$ cat src/rtl/pipe_stage_reg.sv
// Pipeline stage register with valid/ready handshake, flush and a saturating stall counter.
// Define PIPE_SKID_EN to add a one-entry skid buffer so in_ready becomes a pure register output.
module pipe_stage_reg #(
    parameter int             DW        = 134,
    parameter logic [DW-1:0]  RESET_VAL = '0,
    parameter int             CNT_W     = 16
) (
    input  logic             clk,
    input  logic             rst,
    input  logic             flush,
    input  logic             in_valid,
    output logic             in_ready,
    input  logic [DW-1:0]    in_data,
    output logic             out_valid,
    input  logic             out_ready,
    output logic [DW-1:0]    out_data,
    input  logic             stall_cnt_clr,
    output logic [CNT_W-1:0] stall_cnt
);

    function automatic logic [CNT_W-1:0] sat_inc(input logic [CNT_W-1:0] v);
        return (&v) ? v : v + 1'b1;
    endfunction

    logic [DW-1:0] main_data;

`ifdef PIPE_SKID_EN

    typedef enum logic [1:0] {EMPTY, ONE, TWO} state_t;

    state_t        state;
    logic [DW-1:0] skid_data;
    logic          out_valid_q;
    logic          in_ready_q;

    // TWO holds the older item in main_data and the newer one in skid_data
    always_ff @(posedge clk or posedge rst) begin
        if (rst) begin
            state       <= EMPTY;
            main_data   <= RESET_VAL;
            skid_data   <= RESET_VAL;
            out_valid_q <= 1'b0;
            in_ready_q  <= 1'b1;
        end else if (flush) begin
            state       <= EMPTY;
            out_valid_q <= 1'b0;
            in_ready_q  <= 1'b1;
        end else begin
            case (state)
                EMPTY: begin
                    if (in_valid) begin
                        main_data   <= in_data;
                        state       <= ONE;
                        out_valid_q <= 1'b1;
                    end
                end
                ONE: begin
                    if (in_valid && out_ready) begin
                        main_data <= in_data;
                    end else if (in_valid) begin
                        skid_data  <= in_data;
                        state      <= TWO;
                        in_ready_q <= 1'b0;
                    end else if (out_ready) begin
                        state       <= EMPTY;
                        out_valid_q <= 1'b0;
                    end
                end
                TWO: begin
                    if (out_ready) begin
                        main_data  <= skid_data;
                        state      <= ONE;
                        in_ready_q <= 1'b1;
                    end
                end
                default: begin
                    state       <= EMPTY;
                    out_valid_q <= 1'b0;
                    in_ready_q  <= 1'b1;
                end
            endcase
        end
    end

    assign in_ready  = in_ready_q;
    assign out_valid = out_valid_q;

`else

    typedef enum logic {EMPTY, FULL} state_t;

    state_t state;
    logic   accept;

    assign out_valid = (state == FULL);
    assign in_ready  = ~out_valid | out_ready;
    assign accept    = in_valid & in_ready;

    always_ff @(posedge clk or posedge rst) begin
        if (rst) begin
            state     <= EMPTY;
            main_data <= RESET_VAL;
        end else begin
            if (accept && !flush)
                main_data <= in_data;
            if (flush) begin
                state <= EMPTY;
            end else begin
                case (state)
                    EMPTY:   if (in_valid) state <= FULL;
                    FULL:    if (out_ready && !in_valid) state <= EMPTY;
                    default: state <= EMPTY;
                endcase
            end
        end
    end

`endif

    assign out_data = main_data;

    // Stall accounting: clear wins, flush cycles are never counted
    always_ff @(posedge clk or posedge rst) begin
        if (rst)
            stall_cnt <= '0;
        else if (stall_cnt_clr)
            stall_cnt <= '0;
        else if (out_valid && !out_ready && !flush)
            stall_cnt <= sat_inc(stall_cnt);
    end

endmodule

$ cat config.mk
export PLATFORM = sky130hd
export DESIGN_NAME = pipe_stage_reg
export DESIGN_NICKNAME = d
export VERILOG_FILES = /design/src/rtl/pipe_stage_reg.sv
export SDC_FILE = /design/constraint.sdc
export NUM_CORES = 1
export LEC_CHECK = 0
export ABC_AREA = 1
export CAP_MARGIN = 30
export CORE_ASPECT_RATIO = 0.75
export CORE_MARGIN = 2
export CORE_UTILIZATION = 44
export CTS_CLUSTER_DIAMETER = 50
export CTS_CLUSTER_SIZE = 25
export DETAILED_ROUTE_END_ITERATION = 7
export PLACE_DENSITY_LB_ADDON = 0.3
export SLEW_MARGIN = 20
export SYNTH_ARGS = -nofsm -noshare
export SYNTH_HDL_FRONTEND = slang
export SYNTH_SLANG_ARGS = --single-unit
$ cat constraint.sdc
create_clock -name clk -period 8.5 [get_ports clk]
set_input_delay 1.7 -clock clk [delete_from_list [all_inputs] [get_ports clk]]
set_output_delay 1.7 -clock clk [all_outputs]
set_load 0.1 [all_outputs]
# After elaboration in Yosys (flattened, before gate mapping)
# Index checks and enable logic that the tools add are counted.
# Widths: inputs -> output; s select.
[totals]
ff_bits = 151
inputBits = 140
output_inout_bits = 152
word_cells = 25
[op_classes]
addsub = 1
eq_ne = 1
mux = 7
bitwise = 3
reduce_logical = 10
[ops]
columns = ["op", "n"]
rows = [
  ["$mux 16", 3],
  ["$add 16x1->16 const B", 1],
  ["$reduce_and 16->1", 1],
  ["$logic_and 1x1->1", 4],
  ["$logic_not 1->1", 3],
  ["$mux 1", 3],
  ["$ne 2x2->1 const B", 1],
  ["$pmux 1 s2", 1],
  ["$reduce_and 2->1", 1],
  ["$reduce_bool 2->1", 1],
  ["$and 1x1->1", 1],
  ["$not 1->1", 1],
  ["$or 1x1->1", 1],
]

# Depth between registers and ports, before layout
# Gate-level depths: netlist (run 1).
[logic_depth]
ltp_word = 5
depth_mapped = 10
mapped_depth_nobuf = 10

# Least setup slack after synthesis (run 1)
# Ideal clock, no wire load.
[synth_timing]
kind = "in2out"
start = "input port out_ready"
end = "output port in_ready"
arrival_time_ns = 2.402
required_time_ns = 6.800
path_slack_ns = 4.398
path_stages = 2
cell_sequence = "inv_1 nand2_1"
[synth_via]
elab_chain_cells = 1
[synth_lines]
columns = ["item", "line_no", "rtl"]
rows = [
  ["start: declaration", "15", "input logic out_ready,"],
  ["$or 1x1->1", "96", "assign in_ready = ~out_valid | out_ready;"],
  ["end: declaration", "12", "output logic in_ready,"],
]
# No other way between the ends.

# Worst setup path after layout (run 1)
# Ends and elaborated chain as after synthesis.

==> impl_results.md, run 1 <==
* Gr ovfl total at 0
* # rows at 37
* Root Driver: clkbuf_16
* Antenna Nets Post-Route at 0
* Antenna violations before repair at 0
* GR Util All Layers at 0.225
* Final hold slack at 491 ps
* Ys flop type: dfrtp_1
* CP arrival at 3510 ps
* Clock-pin slew on the worst setup and hold paths at 60 ps
* H-Tree Level Count at 4
* Critical Path Max Stage Delay at 1160 ps
* Fmax at 0.192 GHz
* First-pass DRT Iterations at 4
* Status: completed
* Core Box Area at 13,600 µm²
* Leakage at 4.11 nW
* First-pass GRT wire length at 25,400 µm
* CTS sink cnt at 151
* Max FO, Critical Path at 3
* Setup TNS at 0 ps
* I/O pins at 292
* Max_slew headroom at 0.312
* Num CTS Buffers at 17
* # port buffers at 291
* Slowest CP cell: clkdlybuf4s50_1
* Crit path from: out_ready
* Final setup vio count at 0
* DP HPWL at 12,300 µm
* Initial DRC Count at 203
* Cell mode on critical path: clkdlybuf4s50_1
* Fraction of final layout cells with drive strength greater than 1 at 0.232
* Die X at 140 µm
* Met3 usage at 0.0856
* End of the critical path: in_ready
* Area grow syn2layout at 60.6%
* Final Skew at 6.42 ps
* Syn. warnings at 0
* Met2 Resource Use GR at 0.390
* PostCTS Resize Cnt at 0
* Hold crit path type: reg2reg
* Synthesis-stage register bit count at 151
* EDFF count, synth at 0
* Worst-skew pair later-pin latency at 410 ps
* Worst setup SP type: input pin
* Mapped Cells at 447
* Area share of the largest cell type after synthesis at 0.620
* Mean Syn Cell Area at 13.6 µm²
* P per Cell Area at 305 nW/µm²
* Final Hold Viols at 0
* Gp weighted congestion at 0.865
* Final wirelength at 16,800 µm
* Distinct cells, synth at 26
* Bufs on Longest Clock Path at 2
* Die Y at 106 µm
* Max VDD drop at 0.223 mV
* Cell taking the most area after synthesis: dfrtp_1
* DRC violations left at 0
* Post CTS Setup Buffer Count at 0
* Worst flop-to-flop path startpoint: out_valid
* Die area at 14,800 µm²
* Slew @ Worst Pin at 1030 ps
* Worst Setup End Kind: output pin
* M1 GR Usage at 0.257
* Hold depth at 1
* Top cells by area, synth: dfrtp_1 62%, mux2_2 23%, nand2_1 3.7%, mux2_1 1.7%, nor2_1 1.4%
* RSZ-0062 raised after global routing: no
* Vias in the first global route at 4,751
* Period utilization at 0.613
* CP required at 6800 ps
* ANT cells at 0
* Hold path startpoint: out_data[85]
* Vias at 4,601
* Vias/cell at 4.94
* Power Total at 0.00299 W
* Reg2Reg Depth at 5
* Effective utilization at floorplan at 0.448
* Largest net degree at the start of global routing at 85
* Most used routing layer: met2
* Syn nets at 588
* Post-CTS Hold Buffers at 0
* Final slew viol count at 0
* Synthesized cell area at 6090 µm²
* Nets at 885
* Drt wl/cell at 18.0 µm
* Worst setup path class: in2out
* Register area share after synthesis at 0.620
* CTS tree: done
* Tmin final at 5210 ps
* RR Endpoint: out_data[84]
* Maximum capacitance violations at 0
* Synth async-reset ratio at 1.00
* Critical path cell sequence: clkdlybuf4s50_1, inv_1, nand2_1, clkdlybuf4s50_1
* FF-to-FF setup slack at 6160 ps
[metrics by stage]
stage / cells / instance area [µm²] / setup WS (ps) / utilization
2_1_floorplan: 447 / 6090 / 2740 / -
3_3_place_gp: 898 / 9140 / 3340 / 0.671
3_5_place_dp: 898 / 9140 / 3300 / 0.671
4_1_cts: 930 / 9730 / 3300 / 0.715
5_1_grt: 932 / 9780 / 3280 / 0.719
6_report: 932 / 9780 / 3290 / 0.719
[worst min-delay path by stage]
stage	end	slack [ps]
3_5_place_dp	out_data[82]	480
6_report	out_data[85]	490
2_1_floorplan	stall_cnt[14]	1010
5_1_grt	out_data[34]	510
3_3_place_gp	out_data[87]	470
4_1_cts	out_data[85]	500
[synth_stat cells, drive strengths merged (2+ instances only)]
cell type  number
o21ai          11
buf            16
dfrtp         151
nand3          17
nand4           3
nor2           26
inv            17
mux2          134
or2             2
xor2            2
nand2          63
[sequential cells by signal (all words and copies together) (netlist names)]
register,count
out_data,134
out_valid,1
stall_cnt,16
[critical path: cells and delay by family]
kind | cells | cell delay (ps)
simple gates | 1 | 130
buf+inv | 3 | 1670
[where the power goes]
part / total, W / leakage [nW] / switching (W) / internal, W
Combinational: 0.00134 / 2.02 / 0.000999 / 0.000336
Clock: 0.000758 / 0.282 / 0.000295 / 0.000463
Sequential: 0.000892 / 1.81 / 0.0000592 / 0.000833
[cell families after synthesis]
logic type                 Yosys count  share of synthesized area
AOI/OAI and AO/OA                   12                     0.0152
xor gates and xnor gates             3                    0.00431
adders and majority gates            1                    0.00205
buffers and inverters               34                     0.0294
DFF                                151                      0.620
muxes                              134                      0.248
and+or+nand+nor                    112                     0.0813
[layout make-up]
cell class	instances	area (µm²)
fill	972	3830
clock inverter	11	150
timing repair buffer	295	2980
tap	175	219
sequential	151	3780
inverter	17	68.8
clock buffer	21	440
multi-input combinational	262	2140
[cell usage in the layout (no fill, tap or decap), types with 4 or more instances in the layout]
cell             instances
clkdlybuf4s50_1        291
dfrtp_1                151
mux2_2                 125
nand2_1                 60
nor2_1                  22
clkbuf_16               17
inv_1                   16
nand3_1                 16
mux2_1                   9
o21ai_2                  8
clkbuf_1                 4
[per-layer routing]
layer	vias to the layer above	wire length [µm]
met5	-	0
met4	0	325
met3	21	1320
met2	196	8720
met1	2271	6410
li1	2113	-
No activity file was read; power rests on OpenSTA's default activity.
==> run 2, diff against run 1 <==
- CORE_UTILIZATION: 44 -> 41
- clock period: 8.5 -> 4.9 ns (I/O delays scaled with it)
==> impl_results.md, run 2 (same netlist as run 1, synthesis figures left out) <==
* Status: completed (unchanged)
* Bufs on Longest Clock Path at 2 (unchanged)
* PostCTS Resize Cnt at 0 (unchanged)
* DRC violations left at 0 (unchanged)
* Hold crit path type: reg2reg (unchanged)
* Number of flip-flops in the largest register at 134 (unchanged)
* First-pass GRT wire length at 25,700 µm (was 25,400 µm)
* Filler cells at 1,034 (was 972)
* Pint at 0.00283 W (was 0.00163 W)
* Wire length on met1 at 6540 µm (was 6410 µm)
* DP HPWL at 12,400 µm (was 12,300 µm)
* Commonest non-fill, non-tap cell in the layout: clkdlybuf4s50_1 (unchanged)
* Crit path max-delay family: buffers and inverters (unchanged)
* Setup TNS at 0 ps (unchanged)
* Slowest CP cell: clkdlybuf4s50_1 (unchanged)
* Gp weighted congestion at 0.848 (was 0.865)
* CTS sink cnt at 151 (unchanged)
* Buf+Inv Stages, Crit Path at 1 (was 3)
* Reg2Reg Depth at 4 (was 5)
* Slew @ Worst Pin at 1040 ps (was 1030 ps)
* Seq pwr share at 0.298 (was 0.299)
* Area grow syn2layout at 63.6% (was 60.6%)
* Largest net degree at the start of global routing at 63 (was 85)
* GR Util All Layers at 0.216 (was 0.225)
* Hold depth at 1 (unchanged)
* Nets at 892 (was 885)
* Worst-skew pair later-pin latency at 420 ps (was 410 ps)
* Post CTS Setup Buffer Count at 0 (unchanged)
* Initial DRC Count at 182 (was 203)
* CTS tree: done (unchanged)
* Leading cell types in the layout, fill and taps excluded: 290 x clkdlybuf4s50_1, 151 x dfrtp_1, 125 x mux2_2 (was 291 x clkdlybuf4s50_1, 151 x dfrtp_1, 125 x mux2_2)
* Max FO, Critical Path at 6 (was 3)
* # port buffers at 291 (unchanged)
* RSZ-0062 raised after global routing: no (unchanged)
* Final setup vio count at 0 (unchanged)
* First-pass DRT Iterations at 4 (unchanged)
* Final hold slack at 491 ps (about the same)
* FF-to-FF setup slack at 2860 ps (was 6160 ps)
* Fraction of final layout cells with drive strength greater than 1 at 0.245 (was 0.232)
* Crit path depth at 1 (was 4)
* Antenna Nets Post-Route at 0 (unchanged)
* Antenna violations before repair at 0 (unchanged)
* Psw at 0.00238 W (was 0.00135 W)
* Vias/cell at 4.83 (was 4.94)
* Worst setup path class: reg2out (was in2out)
* ANT cells at 0 (unchanged)
* Final Hold Viols at 0 (unchanged)
* Max_slew headroom at 0.306 (was 0.312)
* Fmax at 0.329 GHz
* Tmin final at 3040 ps
* Critical Path Max Stage Delay at 1180 ps (was 1160 ps)
* CP arrival at 2060 ps (was 3510 ps)
* Vias at 4,660 (was 4,601)
* Switching portion of total power at 0.457 (was 0.453)
* Drt wl/cell at 17.5 µm (was 18.0 µm)
* Final wirelength at 16,900 µm (was 16,800 µm)
* H-Tree Level Count at 4 (unchanged)
* Worst setup SP type: flip-flop (was input pin)
* Met2 Wirelength at 8360 µm (was 8720 µm)
* # rows at 38 (was 37)
* Post-CTS Hold Buffers at 0 (unchanged)
* Critical path cell sequence: clkdlybuf4s50_1 (was clkdlybuf4s50_1, inv_1, nand2_1, clkdlybuf4s50_1)
* Clk network pwr share at 0.247 (was 0.254)
* Root Driver: clkbuf_16 (unchanged)
* Final Skew at 7.45 ps (was 6.42 ps)
* Max VDD drop at 0.427 mV (was 0.223 mV)
* Die area at 15,900 µm² (was 14,800 µm²)
* Comb pwr share at 0.456 (was 0.447)
* Leakage at 4.18 nW (was 4.11 nW)
* Die Y at 110 µm (was 106 µm)
* Met3 wire len at 1610 µm (was 1320 µm)
* I/O pins at 292 (unchanged)
* Multi-input combinational cell area at 2140 µm² (unchanged)
* Die X at 145 µm (was 140 µm)
* P per Cell Area at 522 nW/µm² (was 305 nW/µm²)
* CP required at 3920 ps (was 6800 ps)
* Vias in the first global route at 4,732 (was 4,751)
* Num CTS Buffers at 17 (unchanged)
* Maximum capacitance violations at 0 (unchanged)
* Final slew viol count at 0 (unchanged)
* Period utilization at 0.620
* Clock-pin slew on the worst setup and hold paths at 60 ps (about the same)
* Gr ovfl total at 0 (unchanged)
* Effective utilization at floorplan at 0.420 (was 0.448)
* Highest Signal Layer: met4 (unchanged)
* Core Box Area at 14,500 µm² (was 13,600 µm²)
* Worst Setup End Kind: output pin (unchanged)
* Register area at 3780 µm² (unchanged)
## run 2: changes by cell type in the layout (fill, tap and decap cells not counted), sizes merged
cell,delta
buf,+8
bufinv,-1
clkbuf,-3
clkdlybuf4s50,-1
clkinv,+2
clkinvlp,+2
## run 2: layout make-up
cell class,count,share of cell area
multi-input combinational,262,0.215
clock inverter,14,0.0153
tap,200,0.0251
timing repair buffer,302,0.316
clock buffer,18,0.0431
inverter,17,0.00678
sequential,151,0.379
## run 2: final timing paths
| kind | start | end |
|---|---|---|
| setup / recovery | stall_cnt[7] | stall_cnt[7] |
| hold / removal | out_data[81] | out_data[81] |
| setup reg to reg | out_valid | out_data[88] |
| hold reg to reg | out_data[81] | out_data[81] |
| max in group asynchronous | rst | out_data[93] |
| min in group asynchronous | rst | out_data[36] |
## run 2: stage by stage
stage                     std cells  setup WS, ps   util  total power (W)  instance area (µm²)
final                           964          1860  0.687          0.00520                 9970
after global routing            964          1790  0.687          0.00538                 9970
after CTS                       963          1830  0.685          0.00524                 9940
after detailed placement        931          1770  0.645          0.00394                 9360
after global placement          925          1840  0.634          0.00386                 9190
after floorplan                 447          1960      -          0.00327                 6100
## run 2: power by group through the flow
stage          clock network [W]  logic [W]  registers [W]
6_report                 0.00128    0.00237        0.00155
5_1_grt                  0.00138    0.00243        0.00157
4_1_cts                  0.00131    0.00237        0.00155
3_5_place_dp                   0    0.00237        0.00157
3_3_place_gp                   0    0.00230        0.00156
2_1_floorplan                  0   0.000248        0.00302
## run 2: metal layers
metal	global-route usage	vias up
li1	-	2122
met1	0.252	2304
met2	0.360	208
met3	0.0849	26
met4	0.0860	0
met5	0	-
==> run 3, diff against run 2 <==
- CORE_UTILIZATION: 41 -> 37
- clock period: 4.9 -> 2.75 ns (I/O delays scaled with it)
==> impl_results.md, run 3 (same netlist as run 1, synthesis figures left out) <==
* Bufs on Longest Clock Path at 2 (unchanged)
* Hold crit path type: in2async (was reg2reg)
* Number of flip-flops in the largest register at 134 (unchanged)
* GR Util All Layers at 0.180 (was 0.216)
* Num CTS Buffers at 17 (unchanged)
* Commonest non-fill, non-tap cell in the layout: buf_4 (was clkdlybuf4s50_1)
* Tmin final at 1900 ps
* Critical Path Max Stage Delay at 450 ps (was 1180 ps)
* First-pass DRT Iterations at 4 (unchanged)
* Period utilization at 0.690
* Worst flop-to-flop path startpoint: stall_cnt[0] (was out_valid)
* Drt wl/cell at 16.1 µm (was 17.5 µm)
* Placed inst area at 8880 µm² (was 9360 µm²)
* Final wirelength at 15,600 µm (was 16,900 µm)
* Final slew viol count at 0 (unchanged)
* Initial DRC Count at 157 (was 182)
* Effective utilization at floorplan at 0.379 (was 0.420)
* Max VDD drop at 0.533 mV (was 0.427 mV)
* Die area at 17,500 µm² (was 15,900 µm²)
* Nets at 887 (was 892)
* First-pass GRT wire length at 24,800 µm (was 25,700 µm)
* CTS sink cnt at 151 (unchanged)
* Gr ovfl total at 0 (unchanged)
* PostCTS Resize Cnt at 0 (unchanged)
* Worst setup SP type: input pin (was flip-flop)
* Post-CTS Hold Buffers at 0 (unchanged)
* Worst Setup End Kind: output pin (unchanged)
* Critical path cell sequence: clkdlybuf4s50_1, inv_1, nand2_2, buf_12 (was clkdlybuf4s50_1)
* Maximum capacitance violations at 0 (unchanged)
* Clock-pin slew on the worst setup and hold paths at 60 ps (about the same)
* DRC violations left at 0 (unchanged)
* Leading cell types in the layout, fill and taps excluded: 154 x buf_4, 151 x dfrtp_1, 139 x clkdlybuf4s50_1 (was 290 x clkdlybuf4s50_1, 151 x dfrtp_1, 125 x mux2_2)
* DP HPWL at 11,700 µm (was 12,400 µm)
* Max FO, Critical Path at 3 (was 6)
* ANT cells at 0 (unchanged)
* # port buffers at 291 (unchanged)
* Vias in the first global route at 4,665 (was 4,732)
* Vias at 4,470 (was 4,660)
* Slowest CP cell: clkdlybuf4s50_1 (unchanged)
* Largest net degree at the start of global routing at 83 (was 63)
* Leakage at 4.28 nW (was 4.18 nW)
* Slew @ Worst Pin at 444 ps (was 1040 ps)
* Status: completed (unchanged)
* Antenna violations before repair at 0 (unchanged)
* H-Tree Level Count at 4 (unchanged)
* RR Endpoint: stall_cnt[11] (was out_data[88])
* Post-route cell area at 9480 µm² (was 9970 µm²)
* Vias/cell at 4.61 (was 4.83)
* Gp weighted congestion at 0.860 (was 0.848)
* Root Driver: clkbuf_16 (unchanged)
* P per Cell Area at 961 nW/µm² (was 522 nW/µm²)
* Setup TNS at 0 ps (unchanged)
* Final Skew at 9.50 ps (was 7.45 ps)
* # rows at 40 (was 38)
* Die Y at 115 µm (was 110 µm)
* Antenna Nets Post-Route at 0 (unchanged)
* Reg2Reg Depth at 10 (was 4)
* Die X at 152 µm (was 145 µm)
* Area grow syn2layout at 55.6% (was 63.6%)
* Final setup vio count at 0 (unchanged)
* Crit path max-delay family: buffers and inverters (unchanged)
* I/O pins at 292 (unchanged)
* Buf+Inv Stages, Crit Path at 3 (was 1)
* Final Hold Viols at 0 (unchanged)
* CP required at 2200 ps (was 3920 ps)
* CTS tree: done (unchanged)
* FF-to-FF setup slack at 890 ps (was 2860 ps)
* Fraction of final layout cells with drive strength greater than 1 at 0.440 (was 0.245)
* Fmax at 0.527 GHz
* Post CTS Setup Buffer Count at 0 (unchanged)
* RSZ-0062 raised after global routing: no (unchanged)
* Core Box Area at 16,100 µm² (was 14,500 µm²)
* Max_slew headroom at 0.704 (was 0.306)
* CP arrival at 1350 ps (was 2060 ps)
* Worst setup path class: in2out (was reg2out)
* Worst-skew pair later-pin latency at 420 ps (about the same)
run 3: cell type report:
cell class	count	area, µm²
timing repair buffer	297	2630
clock buffer	18	429
tap	210	263
clock inverter	14	171
sequential	151	3780
inverter	17	67.6
fill	1297	6580
multi-input combinational	262	2150
run 3: worst register-to-register path: stages (launching register included):
cell and delay, ps:
dfrtp_1 410, ha_1 180, nand2_1 120, nor2_4 220, nand2_2 110, nor2_2 120, nand2_2 70, nand2_4 250
inv_1 140, nand2_1 90, nand2_1 50
run 3: power breakdown:
group,switching [W],total [W],internal [W]
clock network,0.000932,0.00237,0.00143
logic,0.00306,0.00397,0.000914
registers,0.000196,0.00277,0.00258
run 3: how the worst max path moves through the flow:
stage            startpoint             to  slack (ps)  cells past startpoint
6_report          out_ready       in_ready         850                      4
3_5_place_dp          flush   out_data[79]         610                      5
3_3_place_gp          flush  out_data[101]         670                      5
2_1_floorplan     out_valid   out_data[89]         150                      5
4_1_cts           out_ready       in_ready         850                      4
5_1_grt        stall_cnt[0]  stall_cnt[11]         650                     10
run 3: through the flow:
stage                     hold slack, ps  setup slack [ps]  power, W  cells  utilization
after floorplan                      667               148   0.00582    447            -
after detailed placement             485               607   0.00681    937        0.553
final                                473               852   0.00911    969        0.590
after CTS                            471               850   0.00920    969        0.590
after global routing                 484               648   0.00944    969        0.590
after global placement               476               666   0.00676    937        0.553
run 3: per-layer routing:
layer  vias to the layer above  share of wire  GRT usage
met2                       196           0.48      0.296
met4                         0          0.015     0.0623
met5                         -              0          0
li1                       2116              -          -
met3                        15          0.091     0.0758
met1                      2143           0.41      0.216
